--- config.mk ---
export PLATFORM = sky130hd
export DESIGN_NAME = incr_pipe_unit
export DESIGN_NICKNAME = d
export VERILOG_FILES = /design/src/rtl/incr_pipe_unit.sv
export SDC_FILE = /design/constraint.sdc
export NUM_CORES = 1
export LEC_CHECK = 0
export BUFFER_PORTS_ARGS = -buffer_cell sky130_fd_sc_hd__buf_2
export CORE_AREA = 5 5 42 44
export CTS_CLUSTER_DIAMETER = 50
export DETAILED_ROUTE_END_ITERATION = 8
export DIE_AREA = 0 0 47 49
export PLACE_DENSITY_LB_ADDON = 0.2
export SYNTH_ARGS = -nofsm -noshare
export SYNTH_HDL_FRONTEND = slang
export SYNTH_SLANG_ARGS = --single-unit
--- constraint.sdc ---
create_clock -name clk -period 0.8 [get_ports clk]
set_input_delay 0.16 -clock clk [delete_from_list [all_inputs] [get_ports clk]]
set_output_delay 0.16 -clock clk [all_outputs]
set_load 0.05 [all_outputs]
--- src/rtl/incr_pipe_unit.sv ---
`default_nettype none
// ============================================================================
// incr_pipe_unit : streaming add-constant stage with configurable latency,
//                  optional saturation and a fill-tracking valid flag.
// Revision: 1.0
// ============================================================================
module incr_pipe_unit #(
  parameter int DATA_WIDTH  = 8,
  parameter int INCR        = 1,
  parameter int PIPE_STAGES = 1,
  parameter int SATURATE    = 0
) (
  input  logic                  clk,
  input  logic                  rst_n,
  input  logic [DATA_WIDTH-1:0] data_in,
  output logic [DATA_WIDTH-1:0] data_out,
  output logic                  valid
);

  localparam logic [DATA_WIDTH-1:0] C_INCR = DATA_WIDTH'(INCR);

  logic [DATA_WIDTH:0]   w_sum;
  logic [DATA_WIDTH-1:0] stage1_d;
  logic [DATA_WIDTH-1:0] pipe_q [PIPE_STAGES];
  logic [PIPE_STAGES-1:0] vld_q;

  assign w_sum = {1'b0, data_in} + {1'b0, C_INCR};

  // Carry out of the full-width add selects the clamp in saturating builds.
  generate
    if (SATURATE != 0) begin : g_sat
      assign stage1_d = w_sum[DATA_WIDTH] ? {DATA_WIDTH{1'b1}} : w_sum[DATA_WIDTH-1:0];
    end else begin : g_wrap
      assign stage1_d = w_sum[DATA_WIDTH-1:0];
    end
  endgenerate

  always_ff @(posedge clk or negedge rst_n) begin
    if (!rst_n) begin
      for (int i = 0; i < PIPE_STAGES; i++) begin
        pipe_q[i] <= '0;
      end
      vld_q <= '0;
    end else begin
      pipe_q[0] <= stage1_d;
      vld_q[0]  <= 1'b1;
      for (int i = 1; i < PIPE_STAGES; i++) begin
        pipe_q[i] <= pipe_q[i-1];
        vld_q[i]  <= vld_q[i-1];
      end
    end
  end

  assign data_out = pipe_q[PIPE_STAGES-1];
  assign valid    = vld_q[PIPE_STAGES-1];

endmodule
`default_nettype wire

==> flow_summary_export.csv, run 1 <==
group,metric,value,unit
sta,finalSetupViolations,9,
floorplan,fp.dieW,47,µm
sta,fin_crit_sh,118,%
grt,grt_overflow_total,0,
logic_synthesis,synth_top_family_by_area,"XOR/XNOR gates",
clock_network,path_clk_slew,0.06,ns
flow_run,max_cap_violations,0,
placed_design,dp_hpwl,555,µm
pwr,p_leak,0.278,nW
critical_path,end_kind,"output port",
sta,min_period,0.944,ns
logic_synthesis,synthXorXnorAreaFrac,15.2,%
logic_synthesis,netlist.area_leader.share,65.2,%
logic_synthesis,syn-num-nets,37,
sta,hold_violations,0,
clock_network,tritoncts,"done",
critical_path,worstPathRequired,0.64,ns
logic_synthesis,syn_area,345,µm²
pwr,pwr-share-clk,30.4,%
cells_and_area,diodes,0,
logic_synthesis,ys_warn_count,0,
critical_path,crit_path_max_incr_delay,0.38,ns
cells_and_area,fillerInstances,153,
status,violations,"negative setup slack",
pwr,power_switching,0.343,mW
sta,max_freq,1060,MHz
sta,worst_hold_slack,0.0857,ns
clock_network,postCtsSetupBuffers,0,
pwr,powerDensity,2010,nW/µm²
grt,grt_max_degree,10,
critical_path,worst-path-stages,1,
worst_hold_path,hold_depth,2,
critical_path,crit_family,"flip-flops",
cells_and_area,fin_nets,63,
placed_design,portBuffers,18,
drt,final_antenna_net_count,0,
critical_path,path_buf_inv,1,
critical_path,critPathMaxFanout,1,
clock_network,cts_buffers,3,
drt,vias,266,
drt,vias_per_cell,3.97,
drt,drc,0,
grt,grt_pass1_vias,273,
placed_design,dpl.cell_count,62,
clock_network,htree_levels,1,
logic_synthesis,yosys.cell_types.count,12,
floorplan,num_rows,14,
floorplan,start_util,24.6,%
cells_and_area,final_cells,67,
floorplan,ioPinCount,19,
critical_path,cp_slowest_cell,"dfrtp_1",
logic_synthesis,synth.area.top_cells,"dfrtp_1 65%, xnor2_1 7.6%, xor2_1 7.6%",
placed_design,gp_congestion,0.688,
grt,grt_pass1_wl,1060,µm
worst_hold_path,hold_class,"input port to flop",
cells_and_area,area_growth,63.0,%
logic_synthesis,synth.avg_cell_area,13.3,µm²
logic_synthesis,synth_compound_area_share,0,%
clock_network,root_buffer,"clkbuf_4",
floorplan,core_area,1400,µm²
pwr,p_comb_share,25.1,%
clock_network,cts.sinks,9,
floorplan,die-height,49,µm
drt,drtIter0Drc,1,
pwr,pwr-share-seq,44.5,%
logic_synthesis,synthAdderAreaFrac,3.62,%
pwr,p_int,0.787,mW
logic_synthesis,synth_top_area_cell,"dfrtp_1",
grt,grtUsageTotal,7.11,%
cells_and_area,regArea,225,µm²
drt,drtPass1Iterations,5,
critical_path,cp_cell_sequence,"buf_6",
critical_path,criticalPathCategory,"flop to output port",
cells_and_area,final_core_util,40.2,%
logic_synthesis,synth_mux_area_share,0,%
sta,drv_slew,0,
critical_path,worstSetupStartpointType,"flop",
pwr,p_sw_share,30.4,%
sta,fin_tns_setup,-1.25,ns
pwr,ir_worst_vdd,0.704,mV
logic_synthesis,postSynthCellCount,26,
logic_synthesis,synth-simple-area-share,13.8,%
drt,totalWireLength,660,µm
cells_and_area,final_layout_size_suffix_gt1_share,49.0,%
grt,antenna_found_initial,0,
sta,finalWorstSetupSlack,-0.144,ns
clock_network,cts_buffer_depth,2,
logic_synthesis,yosysSeqAreaShare,65.2,%
sta,rsz0062_at_grt,"yes",
floorplan,dieArea,2300,µm²
logic_synthesis,synth-seq-cells,9,
critical_path,critPathArrivalTime,0.78,ns
drt,wl_per_cell,9.85,µm
status,status,"finished, violations left",
cells_and_area,multiInputGateArea,116,µm²
## path summary, 6_finish.rpt
check,startpoint,to,slack [ns]
max,data_out[4]$_DFF_PN0_,data_out[4],-0.14
min,data_in[7],data_out[7]$_DFF_PN0_,0.09
max in group asynchronous,rst_n,data_out[0]$_DFF_PN0_,0.35
min in group asynchronous,rst_n,data_out[7]$_DFF_PN0_,0.28
## repair_timing
| item | in CTS | in global routing |
|---|---|---|
| hold endpoints to repair | 9 | 0 |
| setup endpoints to repair | 9 | 9 |
| hold buffers | 1 | 0 |
| gates resized for setup | 18 | 0 |
## sequential cells by signal, summed over array words and instances (netlist names)
signal    flops
data_out      8
valid         1
## cell families after synthesis
logic type               count (synthesis)
flip-flops                               9
AND/OR/NAND/NOR                          8
XOR/XNOR                                 6
buffers and inverters                    1
adder cells (fa/ha/maj)                  1
other                                    1
## power by group through the flow
stage / combinational (mW) / clock, mW / sequential (mW)
3_5_place_dp: 0.244 / 0 / 0.504
2_1_floorplan: 0.0320 / 0 / 0.626
5_1_grt: 0.301 / 0.382 / 0.506
4_1_cts: 0.288 / 0.360 / 0.504
3_3_place_gp: 0.243 / 0 / 0.503
6_report: 0.283 / 0.344 / 0.503
## layout by cell type (no fill, tap or decap), drive strengths merged, types with 2 or more instances in the layout
cell type  count
nand3          3
xnor2          3
dfrtp          9
nand2          2
xor2           3
clkbuf         4
buf           20
## routing by layer
metal,GRT usage (%),wire (µm)
met1,6.80,252
met3,1.11,74
met4,11.1,41
met2,9.73,292
met5,0,0
## synthesized netlist by cell type
| master | count |
|---|---|
| nor2_1 | 1 |
| nand2_1 | 2 |
| nand3_1 | 2 |
| and3_1 | 1 |
| dfrtp_1 | 9 |
| xnor2_1 | 3 |
| xor2_1 | 3 |
| conb_1 | 1 |
| inv_1 | 1 |
| nand3_2 | 1 |
| ha_1 | 1 |
| nor3_2 | 1 |
## layout make-up
cell class,instances,area share (%)
Clock buffer,4,4.67
Timing Repair Buffer,21,30.4
Sequential cell,9,40.0
Inverter,1,0.667
Multi-Input combinational cell,16,20.7
Tap cell,16,3.56
## through the flow
| step | setup slack [ns] | power (mW) | cell area (µm²) |
|---|---|---|---|
| after global routing | -0.177 | 1.19 | 563 |
| after global placement | -0.0701 | 0.746 | 470 |
| after CTS | -0.159 | 1.15 | 563 |
| after floorplan | 0.0541 | 0.658 | 345 |
| after detailed placement | -0.0663 | 0.748 | 470 |
| final | -0.144 | 1.13 | 563 |
(Power assumes the default switching activity.)
==> inputs of run 2 (changes only) <==
==> constraint.sdc (replaced) <==
create_clock -name clk -period 1 [get_ports clk]
set_input_delay 0.2 -clock clk [delete_from_list [all_inputs] [get_ports clk]]
set_output_delay 0.2 -clock clk [all_outputs]
set_load 0.05 [all_outputs]
==> run 2 against run 1 <==
Net effect:
- the run now ends clean
- critical path depth unchanged
- global-route usage down 0.15 points
- final cell count down 3.0%
- critical path type unchanged
==> flow_summary_export.csv, run 2 (same netlist as run 1, synthesis figures left out) <==
group,metric,value,unit
placed_design,gp_congestion,0.608,
status,status,"finished clean",
clock_network,tritoncts,"done",
grt,antenna_found_initial,0,
sta,rsz0062_at_grt,"yes",
clock_network,path_clk_slew,0.06,ns
floorplan,start_util,24.6,%
pwr,powerDensity,1630,nW/µm²
drt,drtIter0Drc,0,
drt,vias_per_cell,3.86,
pwr,p_leak,0.271,nW
drt,drc,0,
drt,final_antenna_net_count,0,
grt,grt_max_degree,10,
sta,drv_slew,0,
clock_network,cts_buffer_depth,2,
cells_and_area,fin_nets,61,
floorplan,core_area,1400,µm²
floorplan,die-height,49,µm
critical_path,crit_family,"flip-flops",
critical_path,end_kind,"output port",
sta,min_period,0.997,ns
clock_network,root_buffer,"clkbuf_4",
cells_and_area,area_growth,59.1,%
worst_hold_path,hold_class,"input port to flop",
drt,totalWireLength,631,µm
floorplan,fp.dieW,47,µm
pwr,power_switching,0.278,mW
drt,drtPass1Iterations,1,
critical_path,cp_cell_sequence,"buf_6",
pwr,pwr-share-clk,30.5,%
sta,max_freq,1000,MHz
critical_path,critPathArrivalTime,0.80,ns
grt,grtUsageTotal,6.97,%
floorplan,dieArea,2300,µm²
sta,fin_tns_setup,0,ns
critical_path,crit_path_max_incr_delay,0.38,ns
placed_design,portBuffers,18,
pwr,ir_worst_vdd,0.564,mV
clock_network,htree_levels,1,
cells_and_area,final_core_util,39.2,%
critical_path,worstPathRequired,0.80,ns
placed_design,dp_hpwl,534,µm
cells_and_area,fillerInstances,162,
clock_network,cts.sinks,9,
grt,grt_pass1_vias,260,
pwr,p_comb_share,24.7,%
clock_network,cts_buffers,3,
critical_path,criticalPathCategory,"flop to output port",
critical_path,path_buf_inv,1,
pwr,pwr-share-seq,44.8,%
critical_path,cp_slowest_cell,"dfrtp_1",
critical_path,critPathMaxFanout,1,
sta,finalWorstSetupSlack,0.00314,ns
sta,fin_crit_sh,99.7,%
cells_and_area,final_layout_size_suffix_gt1_share,49.0,%
placed_design,dpl.cell_count,60,
cells_and_area,largest_reg_flops,8,
drt,vias,251,
floorplan,ioPinCount,19,
grt,grt_overflow_total,0,
cells_and_area,final_cells,65,
cells_and_area,mostFrequentLayoutCells,"9 x dfrtp_1, 9 x buf_2, 9 x buf_6",
sta,finalSetupViolations,0,
floorplan,num_rows,14,
grt,grt_pass1_wl,1040,µm
pwr,p_sw_share,31.0,%
pwr,p_int,0.619,mW
placed_design,dp_slack,0.0943,ns
sta,hold_violations,0,
critical_path,worstSetupStartpointType,"flop",
drt,wl_per_cell,9.71,µm
flow_run,max_cap_violations,0,
cells_and_area,diodes,0,
-- run 2: cell types whose count changed in the layout (fill, tap and decap cells not counted) --
cell      previous run  this run
buf_4                2         0
clkbuf_1             1         0
clkinv_2             0         1
-- run 2: layer usage --
layer / GRT usage, % / wire length (µm) / vias up
met3: 1.11 / 57 / 4
met5: 0 / 0 / -
met1: 8.14 / 255 / 105
li1: - / - / 126
met2: 7.92 / 277 / 16
met4: 11.1 / 40 / 0
-- run 2: metrics by stage --
step | power [mW] | cell area (µm²) | hold slack (ns)
floorplan | 0.526 | 345 | -0.0956
global placement | 0.592 | 455 | 0.0568
detailed placement | 0.592 | 455 | 0.0580
CTS | 0.914 | 549 | 0.117
global route | 0.942 | 549 | 0.135
finish | 0.898 | 549 | 0.122
-- run 2: what timing repair did --
item / CTS / global route
hold endpoints to repair: 9 / 0
gates resized for setup: 18 / 0
setup buffers: 0 / 0
hold buffers: 1 / 0
setup endpoints to repair: 9 / 8
pin swaps: 0 / 0
-- run 2: cell type report --
cell class,count,area [µm²],area share [%]
Sequential cell,9,225,41.0
Timing Repair Buffer,19,156,28.5
Multi-Input combinational cell,16,116,21.2
Inverter,1,3.75,0.683
Clock inverter,1,5.00,0.911
Tap cell,16,20.0,3.64
Clock buffer,3,22.5,4.10
-- run 2: worst paths after layout --
check	startpoint	end	slack (ns)	cells after the start
min in group asynchronous	rst_n	data_out[6]$_DFF_PN0_	0.31	2
max in group asynchronous	rst_n	data_out[7]$_DFF_PN0_	0.52	2
setup / recovery	data_out[6]$_DFF_PN0_	data_out[6]	0.003	1
hold / removal	data_in[0]	data_out[0]$_DFF_PN0_	0.12	2
-- run 2: power by group through the flow --
stage,Sequential (mW),Clock (mW),Combinational (mW)
after detailed placement,0.403,0,0.189
after global placement,0.402,0,0.189
final,0.402,0.274,0.222
after CTS,0.403,0.287,0.225
after floorplan,0.501,0,0.0256
after global routing,0.405,0.302,0.235
==> inputs of run 3 (changes only) <==
--- a/config.mk
+++ b/config.mk
@@ -11,6 +11,7 @@
 export DETAILED_ROUTE_END_ITERATION = 8
 export DIE_AREA = 0 0 47 49
 export PLACE_DENSITY_LB_ADDON = 0.2
+export RECOVER_POWER = 50
 export SYNTH_ARGS = -nofsm -noshare
 export SYNTH_HDL_FRONTEND = slang
 export SYNTH_SLANG_ARGS = --single-unit
==> run 3 against run 2 <==
Net effect:
- sequential cell count is the same
- maximum frequency is essentially flat
- combinational power is essentially flat
- critical path depth is the same
- utilization shrank 0.54 points
- via count grew 1.2%
- global-route usage is the same
- sequential power is essentially flat
- largest cell class unchanged
==> flow_summary_export.csv, run 3 (same netlist as run 1, synthesis figures left out) <==
group,metric,value,unit
pwr,p_leak,0.265,nW
status,status,"finished clean",
worst_hold_path,hold_depth,2,
grt,grtUsageTotal,6.97,%
drt,drtIter0Drc,1,
sta,fin_crit_sh,99.8,%
clock_network,cts_buffer_depth,2,
sta,worst_hold_slack,0.126,ns
drt,vias,254,
clock_network,cts_buffers,3,
clock_network,postCtsSetupBuffers,0,
drt,vias_per_cell,3.91,
critical_path,path_buf_inv,1,
critical_path,critPathArrivalTime,0.80,ns
cells_and_area,diodes,0,
pwr,ir_worst_vdd,0.585,mV
grt,antenna_found_initial,0,
sta,drv_slew,0,
floorplan,core_area,1400,µm²
critical_path,criticalPathCategory,"flop to output port",
drt,wl_per_cell,9.74,µm
floorplan,dieArea,2300,µm²
sta,max_freq,1000,MHz
grt,grt_overflow_total,0,
clock_network,tritoncts,"done",
drt,totalWireLength,633,µm
critical_path,crit_path_max_incr_delay,0.38,ns
flow_run,max_cap_violations,0,
drt,drtPass1Iterations,2,
pwr,powerDensity,1650,nW/µm²
placed_design,gp_congestion,0.608,
floorplan,die-height,49,µm
critical_path,worst-path-stages,1,
placed_design,portBuffers,18,
critical_path,worstSetupStartpointType,"flop",
floorplan,num_rows,14,
worst_hold_path,hold_class,"input port to flop",
clock_network,htree_levels,1,
critical_path,crit_family,"flip-flops",
floorplan,ioPinCount,19,
cells_and_area,fin_nets,61,
placed_design,dp_slack,0.0943,ns
grt,grt_max_degree,10,
cells_and_area,mostFrequentLayoutCells,"9 x dfrtp_1, 9 x buf_6, 7 x buf_2",
sta,rsz0062_at_grt,"yes",
clock_network,cts.sinks,9,
drt,final_antenna_net_count,0,
clock_network,path_clk_slew,0.06,ns
cells_and_area,area_growth,56.9,%
floorplan,fp.dieW,47,µm
sta,finalSetupViolations,0,
critical_path,critPathMaxFanout,1,
sta,min_period,0.998,ns
clock_network,root_buffer,"clkbuf_4",
critical_path,end_kind,"output port",
cells_and_area,largest_reg_flops,8,
critical_path,cp_slowest_cell,"dfrtp_1",
drt,drc,0,
grt,grt_pass1_vias,260,
placed_design,dp_hpwl,534,µm
sta,finalWorstSetupSlack,0.00248,ns
sta,hold_violations,0,
cells_and_area,final_layout_size_suffix_gt1_share,42.9,%
critical_path,cp_cell_sequence,"buf_6",
grt,grt_pass1_wl,1040,µm
floorplan,start_util,24.6,%
critical_path,worstPathRequired,0.80,ns
run 3: changes by cell type in the layout (fill, tap and decap cells not counted):
cell / change
nand3_2: -1
buf_2: -2
nand3_1: +1
clkbuf_1: +2
run 3: layer usage:
| layer | global-route usage (%) | share of wire (%) |
|---|---|---|
| met3 | 1.11 | 9.3 |
| met5 | 0 | 0 |
| met4 | 11.1 | 6.5 |
| met2 | 7.92 | 44 |
| met1 | 8.14 | 40 |
run 3: timing repair:
item / in CTS / in global routing
hold endpoints to repair: 9 / 0
cloned: 0 / 0
setup endpoints to repair: 9 / 8
gates resized for setup: 18 / 0
hold buffers: 1 / 0
run 3: metrics by stage:
stage	util (%)	cells	area, µm²	power [mW]	setup TNS [ns]
after floorplan	-	26	345	0.526	0
after global placement	32.5	60	455	0.592	0
after detailed placement	32.5	60	455	0.592	0
after CTS	39.2	65	549	0.914	-0.0147
after global routing	38.7	65	542	0.940	-0.112
final	38.7	65	542	0.896	0
run 3: layout make-up:
class / instances / area, µm²
fill: 164 / 860
clock buffer: 3 / 22.5
sequential: 9 / 225
clock inverter: 1 / 5.00
tap: 16 / 20.0
timing repair buffer: 19 / 154
inverter: 1 / 3.75
multi-input combinational: 16 / 111
run 3: final timing paths:
| kind | slack, ns | from | end |
|---|---|---|---|
| min in group asynchronous | 0.38 | rst_n | valid$_DFF_PN0_ |
| worst max-delay path | 0.002 | data_out[6]$_DFF_PN0_ | data_out[6] |
| max in group asynchronous | 0.31 | rst_n | data_out[7]$_DFF_PN0_ |
| worst min-delay path | 0.13 | data_in[7] | data_out[7]$_DFF_PN0_ |
run 3: power by group:
part / total, mW / internal [mW] / switching, mW / leakage (nW)
sequential: 0.402 / 0.391 / 0.0115 / 0.105
clock: 0.275 / 0.147 / 0.127 / 0.0177
combinational: 0.219 / 0.0798 / 0.139 / 0.142
total: 0.896 / 0.618 / 0.278 / 0.265
